**src/rtl/uart_pkg.sv**
```systemverilog
// Shared types and helpers for the oversampling UART receiver.
// Holds the receiver state encoding and the tick divider arithmetic.
package uart_pkg;

  typedef enum logic [2:0] {
    IDLE,
    START,
    DATA,
    PARITY,
    STOP
  } rx_state_t;

  function automatic logic even_parity(input logic [7:0] b);
    return ^b;
  endfunction

  function automatic int tick_div(input int clk_hz, input int baud, input int os);
    return clk_hz / (baud * os);
  endfunction

endpackage

```
**src/rtl/uart_baud_tick.sv**
```systemverilog
// Free-running oversample tick generator.
// Emits a one-cycle tick every TICK_DIV clocks.
module uart_baud_tick
  import uart_pkg::*;
#(
  parameter int CLK_FREQ_HZ = 50_000_000,
  parameter int BAUD_RATE   = 115200,
  parameter int OVERSAMPLE  = 16
) (
  input  logic clk,
  input  logic rst,
  output logic tick
);

  localparam int DIV = tick_div(CLK_FREQ_HZ, BAUD_RATE, OVERSAMPLE);
  localparam int CW  = (DIV > 1) ? $clog2(DIV) : 1;
  localparam logic [CW-1:0] LAST = CW'(DIV - 1);

  logic [CW-1:0] cnt;

  always_ff @(posedge clk or posedge rst) begin
    if (rst) begin
      cnt <= '0;
    end else if (cnt == LAST) begin
      cnt <= '0;
    end else begin
      cnt <= cnt + 1'b1;
    end
  end

  assign tick = (cnt == LAST);

endmodule

```
**src/rtl/uart_rx_os.sv**
```systemverilog
// Oversampling UART receiver: synchroniser, 2-of-3 vote, frame FSM
// and a valid/ready holding register with error flags.
module uart_rx_os
  import uart_pkg::*;
#(
  parameter int CLK_FREQ_HZ = 50_000_000,
  parameter int BAUD_RATE   = 115200,
  parameter int OVERSAMPLE  = 16,
  parameter int SYNC_STAGES = 2
) (
  input  logic       clk,
  input  logic       rst,
  input  logic       RX,
  input  logic       parity_en,
  input  logic       rx_ready,
  output logic [8:0] data_out,
  output logic       rx_valid,
  output logic       framing_err,
  output logic       parity_err,
  output logic       overrun_err,
  output logic       rx_busy
);

  localparam logic [3:0] T_A   = 4'(OVERSAMPLE / 2 - 1);
  localparam logic [3:0] T_B   = 4'(OVERSAMPLE / 2);
  localparam logic [3:0] T_C   = 4'(OVERSAMPLE / 2 + 1);
  localparam logic [3:0] T_END = 4'(OVERSAMPLE - 1);

  function automatic logic maj3(input logic a, input logic b, input logic c);
    return (a & b) | (a & c) | (b & c);
  endfunction

  logic tick;

  uart_baud_tick #(
    .CLK_FREQ_HZ(CLK_FREQ_HZ),
    .BAUD_RATE  (BAUD_RATE),
    .OVERSAMPLE (OVERSAMPLE)
  ) u_tick (
    .clk (clk),
    .rst (rst),
    .tick(tick)
  );

  logic [SYNC_STAGES-1:0] sync_q;
  logic rx_s;
  logic rx_prev;

  always_ff @(posedge clk or posedge rst) begin
    if (rst) begin
      sync_q <= '1;
    end else begin
      sync_q <= (sync_q << 1) | SYNC_STAGES'(RX);
    end
  end

  assign rx_s = sync_q[SYNC_STAGES-1];

  rx_state_t  state;
  logic [3:0] tcnt;
  logic [2:0] samp;
  logic [2:0] bitcnt;
  logic [7:0] shreg;
  logic       par_q;
  logic       perr_q;
  logic       ferr_q;
  logic       done;
  logic       bit_end;
  logic       mid;
  logic       vote_end;
  logic       vote_mid;

  assign bit_end  = tick && (tcnt == T_END);
  assign mid      = tick && (tcnt == T_C);
  assign vote_end = maj3(samp[0], samp[1], samp[2]);
  // The third stop sample is still on the line when the mid-bit vote forms.
  assign vote_mid = maj3(samp[0], samp[1], rx_s);

  always_ff @(posedge clk or posedge rst) begin
    if (rst) begin
      state   <= IDLE;
      tcnt    <= '0;
      samp    <= '0;
      bitcnt  <= '0;
      shreg   <= '0;
      par_q   <= 1'b0;
      perr_q  <= 1'b0;
      ferr_q  <= 1'b0;
      done    <= 1'b0;
      rx_prev <= 1'b1;
    end else begin
      done    <= 1'b0;
      rx_prev <= rx_s;
      if (tick) begin
        tcnt <= (tcnt == T_END) ? 4'd0 : tcnt + 4'd1;
        if (tcnt == T_A) samp[0] <= rx_s;
        if (tcnt == T_B) samp[1] <= rx_s;
        if (tcnt == T_C) samp[2] <= rx_s;
      end
      case (state)
        IDLE: begin
          if (rx_prev && !rx_s) begin
            state <= START;
            tcnt  <= '0;
          end
        end
        START: begin
          if (bit_end) begin
            if (vote_end) begin
              state <= IDLE;
            end else begin
              state  <= DATA;
              bitcnt <= '0;
              par_q  <= parity_en;
              perr_q <= 1'b0;
            end
          end
        end
        DATA: begin
          if (bit_end) begin
            shreg  <= {vote_end, shreg[7:1]};
            bitcnt <= bitcnt + 3'd1;
            if (bitcnt == 3'd7) state <= par_q ? PARITY : STOP;
          end
        end
        PARITY: begin
          if (bit_end) begin
            perr_q <= (vote_end != even_parity(shreg));
            state  <= STOP;
          end
        end
        STOP: begin
          if (mid) begin
            done   <= 1'b1;
            ferr_q <= ~vote_mid;
            state  <= IDLE;
          end
        end
        default: state <= IDLE;
      endcase
    end
  end

  assign rx_busy = (state != IDLE);

  always_ff @(posedge clk or posedge rst) begin
    if (rst) begin
      data_out    <= '0;
      rx_valid    <= 1'b0;
      framing_err <= 1'b0;
      parity_err  <= 1'b0;
      overrun_err <= 1'b0;
    end else begin
      overrun_err <= 1'b0;
      if (done) begin
        if (!rx_valid || rx_ready) begin
          data_out    <= {par_q, shreg};
          framing_err <= ferr_q;
          parity_err  <= perr_q;
          rx_valid    <= 1'b1;
        end else begin
          overrun_err <= 1'b1;
        end
      end else if (rx_valid && rx_ready) begin
        rx_valid    <= 1'b0;
        framing_err <= 1'b0;
        parity_err  <= 1'b0;
      end
    end
  end

endmodule
```
**config.mk**
```make
export PLATFORM = sky130hd
export DESIGN_NAME = uart_rx_os
export DESIGN_NICKNAME = d
export VERILOG_FILES = /design/src/rtl/uart_pkg.sv /design/src/rtl/uart_baud_tick.sv /design/src/rtl/uart_rx_os.sv
export SDC_FILE = /design/constraint.sdc
export NUM_CORES = 1
export LEC_CHECK = 0
export ABC_AREA = 1
export BUFFER_PORTS_ARGS = -buffer_cell sky130_fd_sc_hd__buf_2
export CORE_ASPECT_RATIO = 0.6
export CORE_MARGIN = 2
export CORE_UTILIZATION = 35
export DETAILED_ROUTE_END_ITERATION = 10
export GPL_ROUTABILITY_DRIVEN = 0
export MAX_ROUTING_LAYER = met4
export RECOVER_POWER = 100
export SKIP_CTS_REPAIR_TIMING = 1
export SYNTH_ARGS = -nofsm -noshare
export SYNTH_HDL_FRONTEND = slang
export SYNTH_SLANG_ARGS = --single-unit
```
**constraint.sdc**
```tcl
create_clock -name clk -period 1.7 [get_ports clk]
set_input_delay 0.255 -clock clk [delete_from_list [all_inputs] [get_ports clk]]
set_output_delay 0.255 -clock clk [all_outputs]
set_load 0.02 [all_outputs]
```
==> metrics.md, run 1 <==
| Metric | Value |
|---|---|
| Status | `completed` |
| Area leader, netlist | `dfrtp_1` |
| Routed wire length | `4090 um` |
| Post-Synthesis Cells | `259` |
| Req. time, crit path | `1.92 ns` |
| Grt total ovfl | `0` |
| Synthesis warning total | `0` |
| # IOs | `19` |
| Post-synth EDFFs | `0` |
| First-pass GRT wire length | `6760 um` |
| Synth Area in Compound Gates | `0.0810` |
| Area of the multi-input gates | `881 sq um` |
| Worst-Skew Late Latency | `0.31 ns` |
| Top-count cell post-synth | `nand2_1` |
| FMAX | `623 MHz` |
| Synthesis-stage register bit count | `46` |
| Die H | `65.5 um` |
| Clock skew | `0.00986 ns` |
| Synth-to-layout area growth | `14.3%` |
| Post-Syn Nets | `271` |
| Ant. Diodes | `0` |
| Vias in the first global route | `1398` |
| Clock Pin Slew Worst Setup and Hold Paths | `0.09 ns` |
| Count of unique library cells instantiated by Yosys | `28` |
| Class of the worst hold path | `in2reg` |
| HPWL Detailed | `2860 um` |
| Global Route Usage Sum | `0.129` |
| Initial DRC count | `87` |
| Critical Path Start Type | `register` |
| Pleak | `1.20 nW` |
| Setup violations, final | `0` |
| Worst hold margin | `0.0368 ns` |
| Maximum VDD drop | `0.776 mV` |
| Setup TNS Final | `0 ns` |
| Max clock buf depth | `2` |
| Area of the die | `6990 sq um` |
| R2R Setup Slk | `0.1 ns` |
| Max-cap violations | `0` |
| RSZ-0062 raised after global routing | `false` |
| Adder-Cell Fraction of Synth Area | `0.0396` |
| Max-slew violations | `0` |
| RR Startpoint | `u_tick.cnt[0]$_DFF_PP0_` |
| Arr. time, crit path | `1.82 ns` |
| Commonest cells post-synth | `75 x nand2_1, 43 x dfrtp_1, 37 x inv_1` |
| TritonCTS clock tree | `done` |
| Sequential cell area | `1150 sq um` |
| Hold Crit Start | `RX` |
| Filler cells | `624` |
| Dominant synthesized flop cell | `dfrtp_1` |
| Root buffer cell | `clkbuf_8` |
| Htree depth | `2` |
| Sequential fraction of the synthesis area | `0.523` |
| DRC Markers | `0` |
| Period minus WS final | `1.60 ns` |
| Core area | `6110 sq um` |
| Max transition margin | `0.577` |
| Measured slew at the worst slew-check pin | `0.634 ns` |
| Worst setup path class | `reg2reg` |
| Fin crit share | `0.944` |
| Mapped Area | `2210 sq um` |
| Port-buffer cells | `18` |
| Synth area leaders | `dfrtp_1 49%, nand2_1 13%, inv_1 6.3%` |
| Initial Util | `0.362` |
| Final nets | `298` |
| Critical path endpoint category | `register` |
| Initial antenna violation count | `0` |
| Power density cells | `969 nW/um^2` |
| Layout cell share with drive strength beyond 1 | `0.118` |
| Main combinational cell family by area after synthesis | `simple AND/OR/NAND/NOR gates` |
| Post-Syn Area per Cell | `8.53 sq um` |
| WL/cell | `11.0 um` |
| Worst hold path depth | `1` |
| Max FO, Critical Path | `5` |
| Via count | `1584` |
| Ys async rst share | `1.00` |
| # rows | `22` |
| Final Hold Fails | `0` |
| Vias/cell | `4.27` |
| Worst-case reg-to-reg path depth | `8` |
| Die width | `107 um` |
| CTS buffer count | `5` |
| Mux cell area share after synthesis | `0` |
| WHS Endpoint | `sync_q[0]$_DFF_PP1_` |
| Xor and xnor area share after synthesis | `0.0159` |
| R2r endpoint | `state[2]$_DFFE_PP0P_` |
| Pin count of the biggest net entering global routing | `47` |
| Post-route ant nets | `0` |
| Clock sink count | `46` |
| Share of the synthesized area in the top cell type | `0.487` |
| Post-Synth Simple-Gate Area | `0.258` |
| Detailed-router iteration count before antenna repair | `4` |
==> layout by cell type (no fill, tap or decap), types with 2 or more instances in the layout <==
cell type,synthesis,routed
ha_1,7,6
nor3_1,4,4
clkbuf_8,0,5
dfstp_2,3,2
a21oi_1,7,7
nand2_1,75,75
buf_4,0,5
clkbuf_1,2,13
nand3_2,2,2
nand4_1,2,2
nor2_2,1,2
inv_1,37,37
nor2_1,15,14
buf_2,0,5
o21ai_0,15,15
o21ai_1,10,10
dfrtp_1,43,43
xor2_1,3,3
nand3_1,19,19
==> per-layer routing <==
layer | routed length [um] | GRT usage | part of all wire | vias to the layer above
met1 | 2540 | 0.206 | 0.62 | 679
met5 | 0 | - | 0 | -
met4 | 59 | 0.0438 | 0.014 | 0
li1 | - | - | - | 866
met3 | 175 | 0.0327 | 0.043 | 8
met2 | 1320 | 0.150 | 0.32 | 31
==> flip-flops by register name, indices dropped and copies added (netlist names) <==
signal,flops
bitcnt,3
ferr_q,1
tcnt,4
state,3
u_tick.cnt,5
samp,3
rx_prev,1
perr_q,1
data_out,9
overrun_err,1
sync_q,2
par_q,1
framing_err,1
rx_valid,1
parity_err,1
shreg,8
done,1
==> final cells by class <==
cell class | instances | area share
Sequential cell | 46 | 0.457
Clock inverter | 3 | 0.0173
Clock buffer | 5 | 0.0273
Multi-Input combinational cell | 170 | 0.349
Tap cell | 84 | 0.0416
Inverter | 38 | 0.0565
Timing Repair Buffer | 25 | 0.0510
==> cell families (layout without fill, tap and decap cells) <==
| family | count (synthesis) | after routing |
|---|---|---|
| adders and majority gates | 7 | 7 |
| and+or+nand+nor | 125 | 125 |
| AOI/OAI and AO/OA | 34 | 34 |
| buffers and inverters | 43 | 71 |
| DFF | 46 | 46 |
| xor gates and xnor gates | 4 | 4 |
==> how the worst max path moves through the flow <==
stage	slack (ns)	to	startpoint	cells past startpoint
2_1_floorplan	0.32	state[1]$_DFFE_PP0P_	u_tick.cnt[0]$_DFF_PP0_	9
3_3_place_gp	0.12	bitcnt[2]$_DFFE_PP0P_	u_tick.cnt[0]$_DFF_PP0_	8
3_5_place_dp	0.06	bitcnt[2]$_DFFE_PP0P_	u_tick.cnt[0]$_DFF_PP0_	8
4_1_cts	0.04	bitcnt[1]$_DFFE_PP0P_	u_tick.cnt[0]$_DFF_PP0_	8
5_1_grt	0.005	state[0]$_DFFE_PP0P_	u_tick.cnt[0]$_DFF_PP0_	8
6_report	0.1	state[2]$_DFFE_PP0P_	u_tick.cnt[0]$_DFF_PP0_	8
==> worst max-delay path: stages, from the launching register on <==
cell     delay (ns)
dfrtp_1        0.40
inv_1          0.09
ha_2           0.20
nand4_4        0.12
nor2_4         0.23
nor2_2         0.07
nor2_2         0.16
nand2_1        0.07
o21ai_1        0.18
==> per-stage QoR <==
step / util / power [mW] / worst slack, ns / std cells / cell area (sq um)
floorplan: - / 1.50 / 0.319 / 259 / 2210
global placement: 0.393 / 1.61 / 0.123 / 359 / 2400
detailed placement: 0.393 / 1.61 / 0.0594 / 359 / 2400
CTS: 0.411 / 2.46 / 0.0360 / 367 / 2510
global route: 0.413 / 2.57 / 0.00525 / 371 / 2520
finish: 0.413 / 2.45 / 0.0953 / 371 / 2520
==> report_power, final <==
| group | switching, mW | total [mW] | internal, mW |
|---|---|---|---|
| Combinational | 0.260 | 0.400 | 0.140 |
| Clock | 0.405 | 0.847 | 0.441 |
| Sequential | 0.0576 | 1.20 | 1.14 |
No activity file was read; power rests on OpenSTA's default activity.
==> run 2, diff against run 1 <==
--- a/config.mk
+++ b/config.mk
@@ -13,7 +13,6 @@
 export DETAILED_ROUTE_END_ITERATION = 10
 export GPL_ROUTABILITY_DRIVEN = 0
 export MAX_ROUTING_LAYER = met4
-export RECOVER_POWER = 100
 export SKIP_CTS_REPAIR_TIMING = 1
 export SYNTH_ARGS = -nofsm -noshare
 export SYNTH_HDL_FRONTEND = slang
==> constraint.sdc (replaced) <==
create_clock -name clk -period 1.4 [get_ports clk]
set_input_delay 0.21 -clock clk [delete_from_list [all_inputs] [get_ports clk]]
set_output_delay 0.21 -clock clk [all_outputs]
set_load 0.02 [all_outputs]
==> run 2 against run 1 <==
Effect of this change: the run now ends with setup timing left; clock power down 8.5%; sequential share of layout area down 3.0 points; sequential cell count unchanged; register-to-register slack worse by 0.16 ns; critical path type unchanged; maximum frequency up 9.6%; sequential power up 21%.
==> metrics.md, run 2 (synthesis gave the netlist of run 1 again) <==
| Metric | Value |
|---|---|
| Status | `finished with violations` |
| Failing checks | `setup timing` |
| Clock sink count | `46` |
| Max FO, Critical Path | `5` |
| Post-Place Cell Area | `2500 sq um` |
| Final WS setup | `-0.0641 ns` |
| RR Startpoint | `u_tick.cnt[0]$_DFF_PP0_` |
| TritonCTS clock tree | `done` |
| Worst-case reg-to-reg path depth | `9` |
| Area of the multi-input gates | `951 sq um` |
| Top Registers | `data_out (9), shreg (8), u_tick.cnt (5)` |
| Via count | `1726` |
| Worst-Skew Late Latency | `0.29 ns` |
| CTS buffer count | `5` |
| Worst setup path class | `reg2reg` |
| Die width | `107 um` |
| Fin util | `0.442` |
| Max transition margin | `0.771` |
| Pin count of the biggest net entering global routing | `47` |
| R2R Setup Slk | `-0.06 ns` |
| Core area | `6110 sq um` |
| Critical path endpoint category | `register` |
| Max FFs per register | `9` |
| Reg with most FFs | `data_out` |
| Port-buffer cells | `18` |
| Sw frac | `0.305` |
| Initial antenna violation count | `0` |
| First-pass GRT wire length | `7160 um` |
| Most common cell after layout, fill and taps aside | `nand2_1` |
| Internal power | `1.95 mW` |
| Final Hold Fails | `0` |
| Sequential cell area | `1150 sq um` |
| Period minus WS final | `1.46 ns` |
| Placed Instances | `372` |
| Max-cap violations | `0` |
| Vias in the first global route | `1524` |
| Final instance area | `2700 sq um` |
| Area of the die | `6990 sq um` |
| Ant. Diodes | `0` |
| Max-slew violations | `0` |
| Dpl ws | `-0.0827 ns` |
| Clk network pwr share | `0.277` |
| Req. time, crit path | `1.63 ns` |
| Critical Path Start Type | `register` |
| Initial Util | `0.362` |
| Clock skew | `0.00635 ns` |
| Global Route Usage Sum | `0.135` |
| Layout cell share with drive strength beyond 1 | `0.237` |
| # rows | `22` |
| Cell Count, Final, Fillers Out | `383` |
| Root buffer cell | `clkbuf_8` |
| Measured slew at the worst slew-check pin | `0.342 ns` |
| DRC Markers | `0` |
| Die H | `65.5 um` |
| HPWL Detailed | `3080 um` |
| Most frequent cells in the layout | `72 x nand2_1, 43 x dfrtp_1, 34 x inv_1` |
| Worst hold path depth | `3` |
| Clock Pin Slew Worst Setup and Hold Paths | `0.09 ns` |
| Grt total ovfl | `0` |
| Vias/cell | `4.51` |
| Routed wire length | `4310 um` |
| Class of the worst hold path | `in2reg` |
| Tot Pwr | `2.80 mW` |
| Power density cells | `1040 nW/um^2` |
| Net Switching | `0.852 mW` |
| Post-route ant nets | `0` |
| Detailed-router iteration count before antenna repair | `4` |
| FMAX | `683 MHz` |
| Initial DRC count | `76` |
| Maximum VDD drop | `0.496 mV` |
| Setup TNS Final | `-0.706 ns` |
| RSZ-0062 raised after global routing | `true` |
| Filler cells | `622` |
| Htree depth | `2` |
| Pleak | `1.30 nW` |
| R2r endpoint | `bitcnt[2]$_DFFE_PP0P_` |
| Fin crit share | `1.05` |
| WHS Endpoint | `par_q$_DFFE_PP0P_` |
| Synth-to-layout area growth | `22.3%` |
| Max clock buf depth | `2` |
| Arr. time, crit path | `1.69 ns` |
| Setup violations, final | `15` |
| Comb power frac | `0.206` |
| Sequential fraction of design power | `0.517` |
| Hold Crit Start | `parity_en` |
| Worst hold margin | `0.162 ns` |
| WL/cell | `11.2 um` |
| # IOs | `19` |
| Final nets | `311` |
[run 2: cell count changes in the layout (fill, tap and decap cells not counted), sizes merged]
cell         change
clkinvlp         +1
bufinv           -1
buf             +26
dlygate4sd3      +1
clkbuf          -13
clkinv           -1
inv              -1
[run 2: final cells by class]
type,instances,share of cell area
Clock buffer,6,0.0269
Tap cell,84,0.0389
Sequential cell,46,0.427
Inverter,38,0.0528
Timing Repair Buffer,38,0.0995
Multi-Input combinational cell,170,0.352
Clock inverter,1,0.00278
[run 2: worst max path at each step]
stage                                 start               endpoint  slack (ns)  depth (start not counted)
floorplan           u_tick.cnt[0]$_DFF_PP0_   state[1]$_DFFE_PP0P_        0.02                          9
global placement    u_tick.cnt[0]$_DFF_PP0_   state[2]$_DFFE_PP0P_       -0.02                          8
detailed placement  u_tick.cnt[0]$_DFF_PP0_   state[1]$_DFFE_PP0P_       -0.08                          9
CTS                 u_tick.cnt[0]$_DFF_PP0_   state[1]$_DFFE_PP0P_       -0.11                          9
global route        u_tick.cnt[0]$_DFF_PP0_   state[1]$_DFFE_PP0P_       -0.18                          9
finish              u_tick.cnt[0]$_DFF_PP0_  bitcnt[2]$_DFFE_PP0P_       -0.06                          9
[run 2: power by group through the flow]
stage | clock network, mW | logic, mW | registers (mW)
after CTS | 0.809 | 0.511 | 1.44
after global routing | 0.875 | 0.646 | 1.45
after global placement | 0 | 0.508 | 1.47
after detailed placement | 0 | 0.506 | 1.47
after floorplan | 0 | 0.354 | 1.47
final | 0.775 | 0.577 | 1.45
[run 2: routing by layer]
layer,part of all wire,global-route usage
met1,0.57,0.212
met2,0.38,0.166
met3,0.044,0.0357
met4,0.0063,0.0341
met5,0,-
[run 2: worst max-delay path: stages, from the launching register on]
cell and delay, ns:
dfrtp_1 0.39, inv_2 0.08, ha_4 0.14, nand4_4 0.09, nor2_4 0.24, nand2_2 0.11, buf_6 0.15, nand2_4 0.07
nand3_2 0.05, nand2_1 0.07
